==> config.mk <==
export PLATFORM = sky130hd
export DESIGN_NAME = bp_me_cache_port_arbiter
export DESIGN_NICKNAME = d
export VERILOG_FILES = /design/src/rtl/bp_me_cache_port_arbiter_pkg.sv /design/src/rtl/bp_me_cache_port_arbiter_fifo.sv /design/src/rtl/bp_me_cache_port_arbiter.sv
export SDC_FILE = /design/constraint.sdc
export NUM_CORES = 1
export LEC_CHECK = 0
export ABC_AREA = 1
export CORE_AREA = 4 4 185 187
export DETAILED_ROUTE_END_ITERATION = 8
export DIE_AREA = 0 0 189 191
export PLACE_DENSITY = 0.45
export SYNTH_ARGS = -nofsm -noshare
export SYNTH_HDL_FRONTEND = slang
export SYNTH_HIERARCHICAL = 1
export SYNTH_SLANG_ARGS = --single-unit
==> constraint.sdc <==
create_clock -name clk_i -period 2.2 [get_ports clk_i]
set_clock_uncertainty 0.15 [all_clocks]
set_input_delay 0.44 -clock clk_i [delete_from_list [all_inputs] [get_ports clk_i]]
set_output_delay 0.44 -clock clk_i [all_outputs]
set_load 0.02 [all_outputs]
==> src/rtl/bp_me_cache_port_arbiter_pkg.sv <==
// Shared cache packet types and widths for the cache port arbiter.
// Widths stand in for the bp_params_p configuration defaults.
package bp_me_cache_port_arbiter_pkg;

    localparam int caddr_width_gp   = 32;
    localparam int l2_data_width_gp = 64;
    localparam int opcode_width_gp  = 6;

    typedef enum logic [opcode_width_gp-1:0] {
        e_cache_lw    = 6'h02,
        e_cache_ld    = 6'h03,
        e_cache_tagst = 6'h08,
        e_cache_sw    = 6'h12,
        e_cache_sd    = 6'h13,
        e_cache_lm    = 6'h1a,
        e_cache_sm    = 6'h1b
    } bsg_cache_opcode_e;

    typedef struct packed {
        bsg_cache_opcode_e               opcode;
        logic [caddr_width_gp-1:0]       addr;
        logic [l2_data_width_gp-1:0]     data;
        logic [l2_data_width_gp/8-1:0]   mask;
    } bsg_cache_pkt_s;

    function automatic int cache_pkt_width(int caddr_w, int data_w);
        return opcode_width_gp + caddr_w + data_w + data_w / 8;
    endfunction

    function automatic int safe_clog2(int x);
        return (x > 1) ? $clog2(x) : 1;
    endfunction

    localparam int pkt_width_gp =
        cache_pkt_width(caddr_width_gp, l2_data_width_gp);

endpackage

==> src/rtl/bp_me_cache_port_arbiter_fifo.sv <==
// Small 1-read/1-write FIFO holding requester IDs of in-flight packets.
// Full blocks enqueue regardless of a same-cycle dequeue.
module bp_me_cache_port_arbiter_fifo
    import bp_me_cache_port_arbiter_pkg::*;
#(
    parameter int width_p = 1,
    parameter int els_p   = 4
) (
    input  logic               clk_i,
    input  logic               reset_i,
    input  logic               v_i,
    output logic               ready_o,
    input  logic [width_p-1:0] data_i,
    output logic               v_o,
    output logic [width_p-1:0] data_o,
    input  logic               yumi_i
);

    localparam int ptr_w_lp = safe_clog2(els_p);
    localparam int cnt_w_lp = safe_clog2(els_p + 1);

    logic [width_p-1:0]  mem_r [els_p];
    logic [ptr_w_lp-1:0] rd_ptr_r;
    logic [ptr_w_lp-1:0] wr_ptr_r;
    logic [cnt_w_lp-1:0] count_r;
    logic                enq;
    logic                deq;

    assign ready_o = (count_r != cnt_w_lp'(els_p));
    assign v_o     = (count_r != '0);
    assign data_o  = mem_r[rd_ptr_r];
    assign enq     = v_i & ready_o;
    assign deq     = yumi_i & v_o;

    function automatic logic [ptr_w_lp-1:0] ptr_inc(logic [ptr_w_lp-1:0] p);
        return (p == ptr_w_lp'(els_p - 1)) ? '0 : p + 1'b1;
    endfunction

    // Pointer and occupancy bookkeeping.
    always_ff @(posedge clk_i) begin
        if (reset_i) begin
            rd_ptr_r <= '0;
            wr_ptr_r <= '0;
            count_r  <= '0;
        end else begin
            if (enq) wr_ptr_r <= ptr_inc(wr_ptr_r);
            if (deq) rd_ptr_r <= ptr_inc(rd_ptr_r);
            unique case ({enq, deq})
                2'b10:   count_r <= count_r + 1'b1;
                2'b01:   count_r <= count_r - 1'b1;
                default: count_r <= count_r;
            endcase
        end
    end

    // Storage write; contents need no reset since v_o gates reads.
    always_ff @(posedge clk_i) begin
        if (enq) mem_r[wr_ptr_r] <= data_i;
    end

endmodule

==> src/rtl/bp_me_cache_port_arbiter.sv <==
// Round-robin arbiter sharing one bsg_cache port among several requesters,
// with locked bursts and in-order response routing by tracked requester ID.
module bp_me_cache_port_arbiter
    import bp_me_cache_port_arbiter_pkg::*;
#(
    parameter int num_req_p         = 2,
    parameter int max_outstanding_p = 4,
    parameter int caddr_width_p     = caddr_width_gp,
    parameter int l2_data_width_p   = l2_data_width_gp,
    localparam int pkt_width_lp =
        cache_pkt_width(caddr_width_p, l2_data_width_p)
) (
    input  logic                              clk_i,
    input  logic                              reset_i,

    input  logic [num_req_p*pkt_width_lp-1:0] req_pkt_i,
    input  logic [num_req_p-1:0]              req_v_i,
    input  logic [num_req_p-1:0]              req_lock_i,
    output logic [num_req_p-1:0]              req_ready_and_o,

    output logic [l2_data_width_p-1:0]        req_data_o,
    output logic [num_req_p-1:0]              req_v_o,
    input  logic [num_req_p-1:0]              req_yumi_i,

    output logic [pkt_width_lp-1:0]           cache_pkt_o,
    output logic                              cache_v_o,
    input  logic                              cache_ready_i,

    input  logic [l2_data_width_p-1:0]        cache_data_i,
    input  logic                              cache_v_i,
    output logic                              cache_yumi_o
);

    localparam int id_width_lp = safe_clog2(num_req_p);

    logic [id_width_lp-1:0] ptr_r;
    logic                   lock_r;
    logic [id_width_lp-1:0] owner_r;

    logic [num_req_p-1:0]   owner_mask;
    logic [num_req_p-1:0]   eligible;
    logic [id_width_lp-1:0] winner;
    logic                   winner_v;
    logic [id_width_lp-1:0] winner_next;

    logic                   fifo_ready;
    logic                   fifo_v;
    logic [id_width_lp-1:0] head_id;
    logic                   issue_ok;
    logic                   handshake;

    // A held lock narrows the eligible set to the owning requester.
    always_comb begin
        owner_mask          = '0;
        owner_mask[owner_r] = 1'b1;
        eligible            = lock_r ? (req_v_i & owner_mask) : req_v_i;
    end

    // Round-robin search starting at the index after the last grant.
    always_comb begin
        logic [id_width_lp:0] idx;
        idx      = '0;
        winner   = '0;
        winner_v = 1'b0;
        for (int i = 0; i < num_req_p; i++) begin
            idx = {1'b0, ptr_r} + (id_width_lp+1)'(i);
            if (idx >= (id_width_lp+1)'(num_req_p))
                idx = idx - (id_width_lp+1)'(num_req_p);
            if (!winner_v && eligible[idx[id_width_lp-1:0]]) begin
                winner   = idx[id_width_lp-1:0];
                winner_v = 1'b1;
            end
        end
    end

    assign winner_next = (winner == id_width_lp'(num_req_p - 1))
                       ? '0 : winner + 1'b1;

    assign issue_ok  = cache_ready_i & fifo_ready & ~reset_i;
    assign handshake = winner_v & issue_ok;
    assign cache_v_o = winner_v;

    // Forward the winning packet; zero when nobody is eligible.
    always_comb begin
        cache_pkt_o = '0;
        for (int i = 0; i < num_req_p; i++) begin
            if (winner_v && winner == id_width_lp'(i))
                cache_pkt_o = req_pkt_i[i*pkt_width_lp +: pkt_width_lp];
        end
    end

    // Only the winner sees ready, and only when the port can take it.
    always_comb begin
        req_ready_and_o = '0;
        if (winner_v)
            req_ready_and_o[winner] = issue_ok;
    end

    // Pointer advances every packet; lock follows the winner's request.
    always_ff @(posedge clk_i) begin
        if (reset_i) begin
            ptr_r   <= '0;
            lock_r  <= 1'b0;
            owner_r <= '0;
        end else if (handshake) begin
            ptr_r   <= winner_next;
            lock_r  <= req_lock_i[winner];
            owner_r <= winner;
        end
    end

    bp_me_cache_port_arbiter_fifo #(
        .width_p (id_width_lp),
        .els_p   (max_outstanding_p)
    ) id_fifo (
        .clk_i   (clk_i),
        .reset_i (reset_i),
        .v_i     (handshake),
        .ready_o (fifo_ready),
        .data_i  (winner),
        .v_o     (fifo_v),
        .data_o  (head_id),
        .yumi_i  (cache_yumi_o)
    );

    assign req_data_o   = cache_data_i;
    assign cache_yumi_o = fifo_v & req_yumi_i[head_id];

    // Responses return in issue order to the requester at the FIFO head.
    always_comb begin
        req_v_o          = '0;
        req_v_o[head_id] = cache_v_i & fifo_v;
    end

`ifndef SYNTHESIS
    // Protocol checks on the cache and requester sides.
    always_ff @(posedge clk_i) begin
        if (!reset_i) begin
            assert (!cache_v_i || fifo_v)
                else $error("cache response with no tracked id");
            assert ((req_yumi_i & ~req_v_o) == '0)
                else $error("requester yumi without its response valid");
            assert (!(lock_r && req_lock_i[owner_r] && !req_v_i[owner_r]))
                else $error("lock asserted by owner without valid");
        end
    end
`endif

endmodule

==> load_flow_metrics.sql, run 1 <==
INSERT INTO impl_metrics (metric_group, metric, value, unit) VALUES
('timing', 'whs', '0.329', 'ns'),
('floorplanning', 'initial_core_util', '9.07', '%'),
('cts', 'path_clk_slew', '0.05', 'ns'),
('worst_setup_path', 'end_kind', 'primary output', ''),
('cells_and_area', 'stdcell_count', '1360', ''),
('worst_setup_path', 'crit_path_category', 'reg -> out', ''),
('cells_and_area', 'fill_cells', '3394', ''),
('power', 'irDropWorstVdd', '324', 'uV'),
('cells_and_area', 'final-seq-area', '369', 'um2'),
('cts', 'clock_sink_count', '16', ''),
('placed_design', 'place_inst', '1284', ''),
('outcome', 'violated_checks', 'setup timing', ''),
('cts', 'tritoncts', 'done', ''),
('timing', 'clock.fmax', '0.428', 'GHz'),
('global_route', 'gr-usage-all-layers', '12.1', '%'),
('timing', 'finalSetupViolCount', '95', ''),
('power', 'power.combinational.fraction', '79.6', '%'),
('worst_setup_path', 'worstReg2RegStart', 'owner_r', ''),
('timing', 'min_period', '2.34', 'ns'),
('floorplanning', 'num_rows', '66', ''),
('placed_design', 'detailed_place.area', '6760', 'um2'),
('drt', 'avgViaCountPerCell', '3.74', ''),
('timing', 'post-route-period-util', '106', '%'),
('floorplanning', 'ios', '474', ''),
('yosys', 'synth.avg_cell_area', '5.34', 'um2'),
('power', 'power.switching_fraction', '40.4', '%'),
('timing', 'final_critical_path_setup_slack', '-0.137', 'ns'),
('timing', 'finalHoldViolCount', '0', ''),
('cells_and_area', 'layout-area-overhead-vs-synth', '228', '%'),
('global_route', 'grt.overflow.total', '0', ''),
('yosys', 'synth_fp_nets', '852', ''),
('cells_and_area', 'layout-drive-gt1-share', '55.9', '%'),
('timing', 'rsz0062_at_grt', 'true', ''),
('timing', 'slew_at_the_pin_closest_to_its_max_slew_limit', '0.243', 'ns'),
('worst_setup_path', 'required', '1.61', 'ns'),
('cells_and_area', 'multi_input_comb_area', '3190', 'um2'),
('worst_setup_path', 'startpoint', 'owner_r', ''),
('worst_setup_path', 'critical_path_arrival', '1.75', 'ns'),
('drt', 'detailed_route_via_count', '5082', ''),
('cts', 'cts_buffers', '3', ''),
('cts', 'cts.root.buffer_cell', 'sky130_fd_sc_hd__clkbuf_16', ''),
('cells_and_area', 'mostFrequentLayoutCell', 'sky130_fd_sc_hd__clkdlybuf4s50_1', ''),
('drt', 'detail-route-antenna-nets', '0', ''),
('drt', 'first_pass_iters', '4', ''),
('drt', 'drt_wl_total', '24.4', 'mm'),
('drt', 'routed-wl-met3', '2.39', 'mm'),
('global_route', 'grt_start_max_net_pins', '27', ''),
('yosys', 'yosys_register_bits', '16', ''),
('drt', 'wl_met2', '12.6', 'mm'),
('min_path', 'hp-class', 'reg -> reg', ''),
('yosys', 'synth_area', '2940', 'um2'),
('global_route', 'number_of_global_route_vias_before_repair', '5372', ''),
('drt', 'post-route-drc-count', '0', ''),
('timing', 'timing_max_transition_violations_final', '0', ''),
('power', 'seq_power_share', '10.0', '%'),
('worst_setup_path', 'reg2reg_slack', '0.01', 'ns'),
('power', 'p_leak', '4.32', 'nW'),
('placed_design', 'hpwl', '14.5', 'mm'),
('drt', 'drt_iter0_drc', '124', ''),
('cts', 'cts.path.max_buffers', '2', ''),
('power', 'internal-power', '2.05', 'mW'),
('timing', 'timing.slew.headroom', '83.7', '%'),
('yosys', 'synth-seq-area-share', '12.2', '%'),
('outcome', 'status', 'finished, violations left', ''),
('placed_design', 'dp_slack', '-0.830', 'ns'),
('yosys', 'post_synth_inst_count', '551', ''),
('power', 'p_switching', '1.39', 'mW'),
('power', 'part_of_the_power_in_the_clock_network', '10.4', '%'),
('floorplanning', 'chipWidth', '189', 'um'),
('global_route', 'number_of_antenna_violations_at_the_first_check_in_global_routing', '1', ''),
('cts', 'h-tree-depth', '1', '');
synth_stat cells (all sizes together):
cell,count,area (um2)
nand4,1,6.26
nand2,246,933
a21oi,9,48.8
buf,95,667
inv,27,101
nand3b,2,18.8
dfxtp,12,240
nor3,2,10.0
fa,1,20.0
nor2,19,73.8
clkbuf,5,18.8
ha,6,75.1
o21ai,7,35.0
nand3,115,576
edfxtp,4,120
worst max-delay path, cell delays in order, from the launching register on:
cell and delay, ns:
sky130_fd_sc_hd__dfxtp_4 0.38, sky130_fd_sc_hd__inv_4 0.05, sky130_fd_sc_hd__a21oi_4 0.21, sky130_fd_sc_hd__nand2_8 0.14, sky130_fd_sc_hd__buf_12 0.16, sky130_fd_sc_hd__buf_12 0.14
sky130_fd_sc_hd__buf_16 0.15, sky130_fd_sc_hd__nand3_2 0.07, sky130_fd_sc_hd__nand2_2 0.06, sky130_fd_sc_hd__buf_6 0.13
cell type report:
class	count	area share (%)
Sequential cell	16	3.82
Tap cell	442	5.72
Clock inverter	1	0.0388
Inverter	27	1.27
Timing Repair Buffer	463	55.4
Multi-Input combinational cell	408	33.0
Clock buffer	3	0.777
stage by stage:
| step | setup TNS, ns | power, mW |
|---|---|---|
| 2_1_floorplan | -0.0234 | 1.26 |
| 5_1_grt | -16.71 | 3.64 |
| 3_5_place_dp | -87.39 | 2.19 |
| 6_report | -7.56 | 3.43 |
| 3_3_place_gp | -87.23 | 2.19 |
| 4_1_cts | -11.41 | 3.29 |
kinds of logic after synthesis:
| kind of cell | after synthesis | synth area share (%) |
|---|---|---|
| compound gates | 16 | 2.85 |
| fa+ha+maj | 7 | 3.23 |
| buf+inv | 127 | 26.7 |
| simple gates | 385 | 55.0 |
| flops | 16 | 12.2 |
what timing repair did:
item / CTS / global route
buffers inserted: 54 / 9
cloned: 24 / 6
pin swaps: 104 / 96
endpoints found under the setup margin: 119 / 118
gates resized for setup: 924 / 220
per-layer routing:
metal  up-vias  track usage [%]
li1       2439                -
met1      2296             12.4
met2       280             22.4
met3        65             4.15
met4         2             5.02
met5         -                0
final timing paths:
path                                           end  cells past startpoint
worst max-delay path               cache_pkt_o[48]                      9
worst min-delay path                         ptr_r                      2
worst max register to register  id_fifo/count_r[2]                     17
worst min register to register               ptr_r                      2
power groups by stage:
| stage | clock (mW) | sequential (mW) | combinational [mW] |
|---|---|---|---|
| finish | 0.356 | 0.343 | 2.73 |
| global route | 0.387 | 0.345 | 2.91 |
| CTS | 0.368 | 0.342 | 2.58 |
| detailed placement | 0 | 0.346 | 1.84 |
| global placement | 0 | 0.346 | 1.85 |
| floorplan | 0 | 0.343 | 0.921 |
Note: power is estimated with default switching activity, not from simulation.
==> inputs of run 2 (changes only) <==
- GPL_TIMING_DRIVEN: unset -> 0
==> run 2 against run 1 <==
  * The flow still finishes with violations (setup timing)
  * Largest cell class unchanged
  * Hold slack got worse by 0.0080 ns
  * Design area rose by 8.8%
  * Critical endpoint is now cache_pkt_o[46]
  * Sequential cell count did not move
  * Sequential power barely moved
  * Setup slack got worse by 0.048 ns
  * Die area did not move
  * Register-to-register slack got worse by 0.03 ns
  * Fmax fell by 2.0%
  * Critical path type unchanged
==> load_flow_metrics.sql, run 2 (synthesis gave the netlist of run 1 again) <==
INSERT INTO impl_metrics (metric_group, metric, value, unit) VALUES
('global_route', 'grt_use_met2', '23.6', '%'),
('drt', 'first_pass_iters', '4', ''),
('placed_design', 'placement.io_buffers', '409', ''),
('outcome', 'violated_checks', 'setup timing', ''),
('cells_and_area', 'final-seq-area', '369', 'um2'),
('timing', 'clock.fmax', '0.419', 'GHz'),
('drt', 'post-route-drc-count', '0', ''),
('job', 'max_cap_viol_count', '0', ''),
('floorplanning', 'floorplan.die_area', '36100', 'um2'),
('worst_setup_path', 'critical_path.startpoint_type', 'flip-flop', ''),
('drt', 'avgViaCountPerCell', '3.66', ''),
('global_route', 'grt_start_max_net_pins', '14', ''),
('cts', 'cts_buffers', '3', ''),
('drt', 'drt_iter0_drc', '86', ''),
('drt', 'detail-route-antenna-nets', '0', ''),
('floorplanning', 'die_h', '191', 'um'),
('cells_and_area', 'layout-drive-gt1-share', '56.5', '%'),
('worst_setup_path', 'crit_path_max_fanout', '7', ''),
('outcome', 'status', 'finished, violations left', ''),
('cts', 'cts.path.max_buffers', '2', ''),
('worst_setup_path', 'reg2reg_slack', '-0.02', 'ns'),
('cells_and_area', 'layout-area-overhead-vs-synth', '257', '%'),
('placed_design', 'routabilityCongestion', '0.763', ''),
('global_route', 'met1_usage', '14.7', '%'),
('global_route', 'grt_pass1_wl', '34.4', 'mm'),
('timing', 'finalSetupViolCount', '102', ''),
('cells_and_area', 'most-common-layout-cells', 'sky130_fd_sc_hd__clkdlybuf4s50_1 (290), sky130_fd_sc_hd__buf_6 (144), sky130_fd_sc_hd__nand2_2 (134)', ''),
('min_path', 'hp-class', 'reg -> reg', ''),
('timing', 'whs', '0.321', 'ns'),
('global_route', 'globalRouteMet3Util', '2.52', '%'),
('global_route', 'gr-usage-all-layers', '12.3', '%'),
('cts', 'cts.root.buffer_cell', 'sky130_fd_sc_hd__clkbuf_16', ''),
('timing', 'rsz0062_at_grt', 'true', ''),
('global_route', 'number_of_antenna_violations_at_the_first_check_in_global_routing', '1', ''),
('cells_and_area', 'fill_cells', '3390', ''),
('global_route', 'grt.busiest_layer', 'met2', ''),
('floorplanning', 'num_rows', '66', ''),
('worst_setup_path', 'end_kind', 'primary output', ''),
('worst_setup_path', 'critical_path_arrival', '1.80', 'ns'),
('timing', 'post-route-period-util', '108', '%'),
('placed_design', 'hpwl', '18.6', 'mm'),
('floorplanning', 'fp.coreArea', '32500', 'um2'),
('drt', 'detailed_route_via_count', '5390', ''),
('cells_and_area', 'multi_input_comb_area', '3170', 'um2'),
('worst_setup_path', 'required', '1.61', 'ns'),
('timing', 'timing.slew.headroom', '79.6', '%'),
('timing', 'final_critical_path_setup_slack', '-0.185', 'ns'),
('drt', 'route.detailed.wl_per_inst', '16.9', 'um'),
('timing', 'setup_total_negative_slack', '-10.27', 'ns'),
('power', 'irDropWorstVdd', '249', 'uV'),
('drt', 'drt_wl_total', '24.9', 'mm'),
('power', 'p_per_area', '348', 'nW/um2'),
('worst_setup_path', 'crit_path_category', 'reg -> out', ''),
('timing', 'finalHoldViolCount', '0', ''),
('timing', 'slew_at_the_pin_closest_to_its_max_slew_limit', '0.306', 'ns'),
('cells_and_area', 'mostFrequentLayoutCell', 'sky130_fd_sc_hd__clkdlybuf4s50_1', ''),
('global_route', 'grt.overflow.total', '0', ''),
('cts', 'tritoncts', 'done', ''),
('cts', 'clock_latency', '0.25', 'ns'),
('cts', 'h-tree-depth', '1', ''),
('power', 'p_leak', '4.87', 'nW'),
('floorplanning', 'initial_core_util', '9.07', '%'),
('cts', 'path_clk_slew', '0.05', 'ns'),
('floorplanning', 'ios', '474', ''),
('cts', 'clock_sink_count', '16', ''),
('global_route', 'number_of_global_route_vias_before_repair', '5807', ''),
('cells_and_area', 'antenna-diode-count', '0', ''),
('timing', 'timing_max_transition_violations_final', '0', ''),
('timing', 'min_period', '2.39', 'ns'),
('cells_and_area', 'layout.nets', '1333', ''),
('floorplanning', 'chipWidth', '189', 'um'),
('power', 'design_power_total', '3.65', 'mW');
==> run 2: through the flow <==
stage / instances / setup slack, ns / utilization [%] / area [um2]
floorplan: 551 / -0.0234 / - / 2960
global placement: 1402 / -1.19 / 23.4 / 7600
detailed placement: 1402 / -1.20 / 23.4 / 7600
CTS: 1485 / -0.287 / 30.7 / 9970
global route: 1473 / -0.258 / 32.4 / 10500
finish: 1473 / -0.185 / 32.4 / 10500
==> run 2: final cells by class <==
type                    count  share of cell area (%)
plain buffers              91                    8.56
clock buffers               3                   0.714
clock inverters             1                  0.0357
inverters                  27                    1.13
multi-input cells         408                    30.1
flip-flops and latches     16                    3.51
well taps                 442                    5.26
repair buffers            485                    50.7
==> run 2: report_power, final <==
group / leakage [nW] / switching [mW] / internal, mW
sequential: 0.137 / 0.0181 / 0.324
clock: 0.0385 / 0.115 / 0.241
combinational: 4.70 / 1.36 / 1.60
total: 4.87 / 1.49 / 2.17
==> run 2: worst paths after layout <==
path             start                 end  depth (start not counted)
max reg2reg  flip-flop  id_fifo/count_r[2]                         19
max            owner_r     cache_pkt_o[46]                         11
min reg2reg      ptr_r               ptr_r                          2
min              ptr_r               ptr_r                          2
==> run 2: what timing repair did <==
action	4_1_cts	5_1_grt
endpoints found under the setup margin	119	118
resized for setup	993	263
setup buffers	63	14
pin swaps	86	74
cloned	18	3
hold buffers	0	0
==> run 2: worst max-delay path, stage by stage, from the launching register on <==
cell,delay (ns)
sky130_fd_sc_hd__dfxtp_4,0.37
sky130_fd_sc_hd__inv_4,0.04
sky130_fd_sc_hd__a21oi_4,0.17
sky130_fd_sc_hd__nand2_4,0.09
sky130_fd_sc_hd__buf_6,0.13
sky130_fd_sc_hd__clkinv_8,0.07
sky130_fd_sc_hd__buf_16,0.16
sky130_fd_sc_hd__buf_8,0.13
sky130_fd_sc_hd__clkbuf_16,0.15
sky130_fd_sc_hd__nand2_4,0.04
sky130_fd_sc_hd__nand2_2,0.07
sky130_fd_sc_hd__buf_6,0.11
==> run 2: layer usage <==
metal,vias to the layer above,wire length (um)
li1,2650,-
met1,2461,9500
met2,265,13600
met3,12,1710
met4,2,172
met5,-,13
==> inputs of run 3 (changes only) <==
- CTS_CLUSTER_SIZE: unset -> 12
- MAX_ROUTING_LAYER: unset -> met4
==> run 3 against run 2 <==
  * The flow still finishes with violations (setup timing)
  * Largest cell class unchanged
  * Critical path type unchanged
  * Die area did not move
  * Fmax up 0.24%
  * Critical path depth stayed put
  * Hold slack worse by 0.00055 ns
==> load_flow_metrics.sql, run 3 (synthesis gave the netlist of run 1 again) <==
INSERT INTO impl_metrics (metric_group, metric, value, unit) VALUES
('outcome', 'status', 'finished, violations left', ''),
('outcome', 'violated_checks', 'setup timing', ''),
('cells_and_area', 'most-common-layout-cells', 'sky130_fd_sc_hd__clkdlybuf4s50_1 (290), sky130_fd_sc_hd__buf_6 (144), sky130_fd_sc_hd__nand2_2 (135)', ''),
('min_path', 'timing.hold.worst_path_depth', '2', ''),
('cts', 'tritoncts', 'done', ''),
('global_route', 'grt_start_max_net_pins', '14', ''),
('cells_and_area', 'fill_cells', '3394', ''),
('cells_and_area', 'layout-drive-gt1-share', '56.7', '%'),
('worst_setup_path', 'critical_path.max_stage_delay', '0.37', 'ns'),
('cts', 'cts_hold_repair.buffers', '0', ''),
('floorplanning', 'floorplan.die_area', '36100', 'um2'),
('drt', 'drt_wl_total', '25.0', 'mm'),
('timing', 'min_period', '2.38', 'ns'),
('drt', 'post-route-drc-count', '0', ''),
('worst_setup_path', 'crit_path_category', 'reg -> out', ''),
('global_route', 'number_of_antenna_violations_at_the_first_check_in_global_routing', '1', ''),
('floorplanning', 'chipWidth', '189', 'um'),
('cts', 'cts_buffers', '3', ''),
('cells_and_area', 'finish.instance_area', '10500', 'um2'),
('floorplanning', 'num_rows', '66', ''),
('power', 'p_leak', '4.88', 'nW'),
('worst_setup_path', 'critical_path.cell_chain', 'inv_4 > a21oi_4 > nand2_4 > buf_6 > clkinv_8 > buf_16 > buf_8 > clkbuf_16 > nand2_4 > nand2_2 > buf_6', ''),
('cells_and_area', 'mostFrequentLayoutCell', 'sky130_fd_sc_hd__clkdlybuf4s50_1', ''),
('worst_setup_path', 'critical_path.startpoint_type', 'flip-flop', ''),
('timing', 'rsz0062_at_grt', 'true', ''),
('worst_setup_path', 'end_kind', 'primary output', ''),
('cts', 'clock_latency', '0.25', 'ns'),
('worst_setup_path', 'master_of_the_slowest_instance_on_the_critical_path', 'sky130_fd_sc_hd__dfxtp_4', ''),
('timing', 'clock.fmax', '0.420', 'GHz'),
('cts', 'clock_sink_count', '16', ''),
('drt', 'avgViaCountPerCell', '3.62', ''),
('timing', 'timing_max_transition_violations_final', '0', ''),
('drt', 'drt_iter0_drc', '82', ''),
('floorplanning', 'fp.coreArea', '32500', 'um2'),
('cts', 'h-tree-depth', '1', ''),
('timing', 'slew_at_the_pin_closest_to_its_max_slew_limit', '0.305', 'ns'),
('timing', 'finalHoldViolCount', '0', ''),
('job', 'max_cap_viol_count', '0', ''),
('drt', 'detail-route-antenna-nets', '0', ''),
('drt', 'first_pass_iters', '4', ''),
('floorplanning', 'initial_core_util', '9.07', '%'),
('drt', 'detailed_route_via_count', '5343', ''),
('cts', 'path_clk_slew', '0.05', 'ns'),
('placed_design', 'detailed_place.area', '7600', 'um2'),
('timing', 'timing.slew.headroom', '79.6', '%'),
('floorplanning', 'ios', '474', ''),
('cts', 'cts.root.buffer_cell', 'sky130_fd_sc_hd__clkbuf_16', ''),
('placed_design', 'routabilityCongestion', '0.773', ''),
('worst_setup_path', 'crit_path_max_fanout', '7', ''),
('min_path', 'hp-class', 'reg -> reg', ''),
('global_route', 'number_of_global_route_vias_before_repair', '5820', ''),
('global_route', 'grt_pass1_wl', '34.3', 'mm'),
('power', 'irDropWorstVdd', '249', 'uV'),
('cts', 'cts.path.max_buffers', '2', ''),
('timing', 'finalSetupViolCount', '102', ''),
('worst_setup_path', 'worst-r2r-cell-count', '19', ''),
('cells_and_area', 'layout.nets', '1333', ''),
('global_route', 'grt.overflow.total', '0', ''),
('power', 'p_per_area', '347', 'nW/um2'),
('worst_setup_path', 'required', '1.61', 'ns'),
('drt', 'route.detailed.wl_per_inst', '17.0', 'um'),
('placed_design', 'hpwl', '18.6', 'mm'),
('timing', 'final_critical_path_setup_slack', '-0.179', 'ns'),
('floorplanning', 'die_h', '191', 'um'),
('timing', 'setup_total_negative_slack', '-10.17', 'ns'),
('timing', 'post-route-period-util', '108', '%'),
('global_route', 'gr-usage-all-layers', '12.7', '%'),
('placed_design', 'placement.io_buffers', '409', ''),
('cells_and_area', 'layout-area-overhead-vs-synth', '257', '%'),
('worst_setup_path', 'critical_path_arrival', '1.79', 'ns');
run 3: changes by cell type in the layout (fill, tap and decap cells not counted), sizes merged:
| cell | previous run | this run |
|---|---|---|
| diode | 0 | 1 |
run 3: area by class of cell:
type | count | area [um2] | share of cell area [%]
Tap cell | 442 | 553 | 5.26
Sequential cell | 16 | 369 | 3.51
Antenna cell | 1 | 2.50 | 0.0238
Timing Repair Buffer | 485 | 5320 | 50.5
Clock inverter | 1 | 3.75 | 0.0357
Inverter | 27 | 119 | 1.13
Clock buffer | 3 | 75.1 | 0.714
Multi-Input combinational cell | 408 | 3180 | 30.2
Buffer | 91 | 900 | 8.56
run 3: worst max-delay path, delay by kind of cell (launching register included):
family          cells  cell delay (ns)
compound gates      1             0.17
flops               1             0.37
buf+inv             7             0.79
simple gates        3             0.20
run 3: timing repair:
action / CTS / global route
gates resized for setup: 993 / 264
pin swaps: 86 / 75
endpoints found under the setup margin: 119 / 118
setup buffers: 63 / 14
cloned: 18 / 3
run 3: metal layers:
metal	wire, um	vias to the layer above	global-route usage (%)	part of all wire [%]
met5	0	-	-	0
met4	173	0	1.29	0.69
met3	1350	10	1.44	5.4
met2	13600	247	23.6	54
met1	9900	2434	15.3	40
li1	-	2652	-	-
run 3: path summary, 6_finish.rpt:
path                  start            endpoint  slack [ns]
setup / recovery    owner_r     cache_pkt_o[46]       -0.18
hold / removal        ptr_r               ptr_r        0.32
setup reg to reg  flip-flop  id_fifo/count_r[2]       -0.02
hold reg to reg       ptr_r               ptr_r        0.32
run 3: stage by stage:
step / power (mW) / hold WS [ns] / instances / utilization [%] / worst slack (ns)
detailed placement: 2.43 / 0.314 / 1402 / 23.4 / -1.20
global route: 3.87 / 0.355 / 1474 / 32.4 / -0.261
finish: 3.65 / 0.321 / 1474 / 32.4 / -0.179
global placement: 2.44 / 0.305 / 1402 / 23.4 / -1.19
CTS: 3.54 / 0.320 / 1485 / 30.7 / -0.287
floorplan: 1.26 / 0.284 / 551 / - / -0.0234
run 3: power by group:
group          total, mW  internal, mW  switching (mW)  leakage [nW]
Clock              0.356         0.241           0.115        0.0385
Combinational       2.96          1.60            1.36          4.71
Sequential         0.342         0.324          0.0181         0.137
Total               3.65          2.16            1.49          4.88
